`src/rtl/bitplane_popcount_feeder.sv`:
```
// bitplane_popcount_feeder: latches N IB-bit activations and emits, MSB plane first, popcount(w_reg & plane bits) per cycle.
// Ports: clk/rst (async, active-high); w_load/w_data load the weight row in IDLE; in_valid/in_ready/in_data accept one
// activation vector; partial_sum/ps_valid/ps_plane/ps_last stream one plane per cycle; skip_cnt counts all-zero planes.
// Optional macro ZERO_SKIP_EN: counts all-zero planes, holds partial_sum on them and flags them on ps_zero.
module bitplane_popcount_feeder #(
  parameter int N   = 16,
  parameter int IB  = 4,
  parameter int PSW = 5,
  parameter int PW  = 2
) (
  input  logic            clk,
  input  logic            rst,
  input  logic            w_load,
  input  logic [N-1:0]    w_data,
  input  logic            in_valid,
  output logic            in_ready,
  input  logic [N*IB-1:0] in_data,
  output logic [PSW-1:0]  partial_sum,
  output logic            ps_valid,
  output logic [PW-1:0]   ps_plane,
  output logic            ps_last,
`ifdef ZERO_SKIP_EN
  output logic            ps_zero,
`endif
  output logic [15:0]     skip_cnt
);
  typedef enum logic {IDLE, EMIT} state_t;
  state_t state, state_n;
  logic [N-1:0] w_reg, and_v;
  logic [N*IB-1:0] data_reg;
  logic [PW-1:0] plane;
  logic [PSW-1:0] pc;
  logic [IB-1:0] lane;
  always_ff @(posedge clk or posedge rst)
    if (rst) state <= IDLE;
    else state <= state_n;
  always_comb state_n = state == IDLE ? (in_valid ? EMIT : IDLE) : (plane == '0 ? IDLE : EMIT);
  always_comb in_ready = state == IDLE;
  always_comb begin
    and_v = '0;
    pc = '0;
    lane = '0;
    for (int i = 0; i < N; i++) begin
      lane = data_reg[i*IB +: IB];
      and_v[i] = w_reg[i] & lane[plane];
      pc = pc + PSW'(and_v[i]);
    end
  end
  always_ff @(posedge clk or posedge rst)
    if (rst) begin
      w_reg <= '0;
      data_reg <= '0;
      plane <= '0;
      partial_sum <= '0;
      ps_valid <= 1'b0;
      ps_plane <= '0;
      ps_last <= 1'b0;
`ifdef ZERO_SKIP_EN
      ps_zero <= 1'b0;
`endif
    end else if (state == IDLE) begin
      ps_valid <= 1'b0;
      ps_last <= 1'b0;
`ifdef ZERO_SKIP_EN
      ps_zero <= 1'b0;
`endif
      if (w_load) w_reg <= w_data;
      if (in_valid) begin
        data_reg <= in_data;
        plane <= PW'(IB - 1);
      end
    end else begin
      ps_valid <= 1'b1;
      ps_plane <= plane;
      ps_last <= plane == '0;
`ifdef ZERO_SKIP_EN
      ps_zero <= and_v == '0;
      if (and_v != '0) partial_sum <= pc;
`else
      partial_sum <= pc;
`endif
      if (plane != '0) plane <= plane - 1'b1;
    end
`ifdef ZERO_SKIP_EN
  always_ff @(posedge clk or posedge rst)
    if (rst) skip_cnt <= '0;
    else if (state == EMIT && and_v == '0 && skip_cnt != 16'hFFFF) skip_cnt <= skip_cnt + 1'b1;
`else
  assign skip_cnt = '0;
`endif
endmodule

```
`config.mk`:
```
export PLATFORM = sky130hd
export DESIGN_NAME = bitplane_popcount_feeder
export DESIGN_NICKNAME = d
export VERILOG_FILES = /design/src/rtl/bitplane_popcount_feeder.sv
export SDC_FILE = /design/constraint.sdc
export NUM_CORES = 1
export LEC_CHECK = 0
export ABC_AREA = 1
export CAP_MARGIN = 30
export CORE_ASPECT_RATIO = 0.9
export CORE_MARGIN = 4
export CORE_UTILIZATION = 54
export CTS_CLUSTER_DIAMETER = 100
export DETAILED_ROUTE_END_ITERATION = 12
export GPL_ROUTABILITY_DRIVEN = 0
export PLACE_DENSITY = 0.86
export SLEW_MARGIN = 0
export SYNTH_ARGS = -nofsm -noshare
export SYNTH_HDL_FRONTEND = slang
export SYNTH_SLANG_ARGS = --single-unit
```
`constraint.sdc`:
```
create_clock -name clk -period 6.5 [get_ports clk]
set_input_delay 0.975 -clock clk [delete_from_list [all_inputs] [get_ports clk]]
set_output_delay 0.975 -clock clk [all_outputs]
set_load 0.01 [all_outputs]
```
==> impl_metrics.csv <==
group,metric,value,unit
outcome,outcome,"completed",
cts,postCtsSetupRepairBufs,0,
pwr,ir_drop,0.329,mV
critical_path,crit_path_end,"partial_sum[2]",
timing,setup_viol,0,
cts,cts-root-buf,"clkbuf_8",
flow_run,drv_cap,0,
timing,rsz0062_at_grt,"no",
timing,worstMarginPinSlew,0.844,ns
logic_synthesis,synth-async-reset-ratio,100,%
logic_synthesis,synth_seq_cells,92,
critical_path,path_class,"reg2reg",
logic_synthesis,syn_area,4560,µm²
logic_synthesis,ys.flop_type,"dfrtp_1",
cts,cts_tree,"done",
finish,n_fill_cell,621,
detailed_routing,avgRoutedWirePerCell,14.3,µm
critical_path,rrSetupSlack,1.77,ns
worst_hold_path,hold_class,"reg2reg",
detailed_routing,vias_per_cell,5.17,
logic_synthesis,yosys-top-cells-count,"205 x nand2_1, 92 x dfrtp_1, 45 x nor2_1",
logic_synthesis,synth_top_area_share,50.5,%
global_route,antenna_found_initial,0,
floorplan,io-pin-count,110,
pwr,cellLeakagePower,2.82,nW
logic_synthesis,yosys_warnings,0,
logic_synthesis,syn_inst,530,
floorplan,rows,31,
detailed_routing,drt-initial-drc-count,221,
critical_path,critPathCaptureType,"register",
critical_path,r2r_start,"plane[0]",
timing,min_period_over_period,72.7,%
global_route,grt_pass1_wl,17.1,mm
timing,clock_skew,0.00986,ns
critical_path,crit_path_start,"plane[0]",
detailed_routing,drt_wl_total,10.2,mm
timing,fin_setup_tns,0,ns
logic_synthesis,avgSynthCellArea,8.60,µm²
global_route,grt_max_degree,73,
critical_path,worstPathRequired,6.75,ns
timing,slew_violations,0,
cts,cts_resized,0,
critical_path,arrival,4.97,ns
finish,num_antenna_cells,0,
cts,cts.clk_slew.worst_paths,0.09,ns
timing,slew_headroom,43.7,%
place,buffer_ports.inserted,93,
finish,syn2layout_area_growth,23.6,%
finish,stdcell_count,715,
logic_synthesis,netlist-cell-type-count,23,
timing,fin_crit,4.73,ns
logic_synthesis,ys_top_cells_by_area,"dfrtp_1 51%, nand2_1 17%, o21ai_0 4.5%",
detailed_routing,num_vias,3697,
detailed_routing,drtAntennaViolNets,0,
place,place_inst,698,
finish,drive_gt1_share,5.84,%
floorplan,die_h,95.1,µm
global_route,grt_pass1_vias,3647,
finish,largest_register_ffs,64,
global_route,grt_overflow_total,0,
floorplan,die_w,105,µm
critical_path,worstSetupStartpointType,"register",
logic_synthesis,yosys.area.top_type,"dfrtp_1",
finish,finalNetCount,711,
cts,cts_made_buffers,9,
floorplan,initial_core_util,55.9,%
pwr,p_per_area,590,nW/µm²
logic_synthesis,seq_area_frac_synth,50.5,%
place,dp_hpwl,7.30,mm
global_route,track_usage,21.5,%
detailed_routing,drcViolationCount,0,
timing,clock.fmax,0.212,GHz
logic_synthesis,synth_edf_count,0,
cts,cts_max_path_buffers,2,
floorplan,die-area,9970,µm²
cts,cts_max_level,3,
critical_path,rr_endpoint,"partial_sum[2]",
cts,worstSkewPairLatency,0.36,ns
cts,hold_buffers,0,
floorplan,core_area,8150,µm²
critical_path,ff2ff_path_depth,18,
detailed_routing,first_pass_iters,5,
critical_path,critPathMaxFanout,23,
logic_synthesis,yosysMostFrequentCell,"nand2_1",
timing,finalHoldViolations,0,
cts,cts_num_sinks,92,
## placed cells by master (no fill, tap or decap), types with 2 or more instances in the layout
master,netlist,routed
o21ai_1,12,12
nand3_1,4,4
a21oi_1,20,20
mux2_4,10,10
buf_4,20,2
inv_2,2,2
nand2_1,205,205
ha_1,6,6
conb_1,1,16
nor2_1,45,45
o21ai_0,41,41
inv_1,31,30
fa_1,10,10
clkbuf_1,0,2
clkbuf_8,0,10
nand2_4,2,2
o211ai_1,3,3
clkdlybuf4s50_1,0,93
clkinv_4,0,2
dfrtp_1,92,92
## report_power, final
part | switching, mW | internal (mW) | total [mW]
registers | 0.184 | 0.856 | 1.04
clock network | 0.200 | 0.192 | 0.391
logic | 1.10 | 0.796 | 1.89
total | 1.48 | 1.84 | 3.32
## critical path, cell delays in order (launching register included)
cell and delay [ns]:
dfrtp_1 0.72, buf_4 0.35, nor2_1 0.08, nor2_1 0.13, o21ai_0 0.11, o21ai_0 0.10
nand2_1 0.11, fa_1 0.51, fa_1 0.45, fa_1 0.54, inv_1 0.05, fa_1 0.53
ha_1 0.19, inv_1 0.06, fa_1 0.35, inv_1 0.10, a21oi_1 0.07, o21ai_0 0.07
nand2_1 0.07
## routing by layer
layer | up-vias | part of all wire (%) | global-route usage (%)
li1 | 1775 | - | -
met1 | 1750 | 44 | 29.3
met2 | 147 | 47 | 34.1
met3 | 25 | 7.0 | 5.48
met4 | 0 | 1.9 | 7.21
met5 | - | 0 | 0
## cell families (layout without fill, tap and decap cells)
| kind of cell | Yosys count | count (layout) | share of synthesized area, % |
|---|---|---|---|
| flip-flops | 92 | 92 | 50.5 |
| AO/OA/AOI/OAI | 77 | 77 | 8.71 |
| adder cells (fa/ha/maj) | 16 | 16 | 6.04 |
| AND/OR/NAND/NOR | 256 | 256 | 21.5 |
| buffers and inverters | 77 | 148 | 9.56 |
| other | 1 | 16 | 0.0823 |
| multiplexers | 11 | 11 | 3.54 |
## cell type report
| type | instances | area (µm²) | area share, % |
|---|---|---|---|
| Clock buffer | 12 | 145 | 2.58 |
| Clock inverter | 4 | 56.3 | 1.00 |
| Inverter | 35 | 135 | 2.40 |
| Multi-Input combinational cell | 376 | 1870 | 33.3 |
| Sequential cell | 92 | 2300 | 40.9 |
| Tap cell | 99 | 124 | 2.20 |
| Timing Repair Buffer | 97 | 993 | 17.6 |
## worst min-delay path by stage
| stage | depth (start not counted) | start | slack, ns | to |
|---|---|---|---|---|
| CTS | 2 | data_reg[41] | 0.48 | data_reg[41] |
| global placement | 2 | data_reg[41] | 0.46 | data_reg[41] |
| finish | 2 | partial_sum[0] | 0.48 | partial_sum[0] |
| floorplan | 2 | data_reg[0] | 0.44 | data_reg[0] |
| global route | 2 | data_reg[12] | 0.50 | data_reg[12] |
| detailed placement | 2 | data_reg[12] | 0.46 | data_reg[12] |
## per-stage QoR
step                      utilization [%]  area (µm²)  total power [mW]  worst slack [ns]  hold slack (ns)
after floorplan                         -        4610              2.46              2.46            0.444
after global placement               66.1        5380              2.79              2.00            0.456
after detailed placement             66.4        5410              2.94              1.86            0.463
after CTS                            68.9        5610              3.33              1.80            0.483
after global routing                 69.1        5630              3.71              1.39            0.497
final                                69.1        5630              3.32              1.77            0.482
Note: power is estimated with default switching activity, not from simulation.
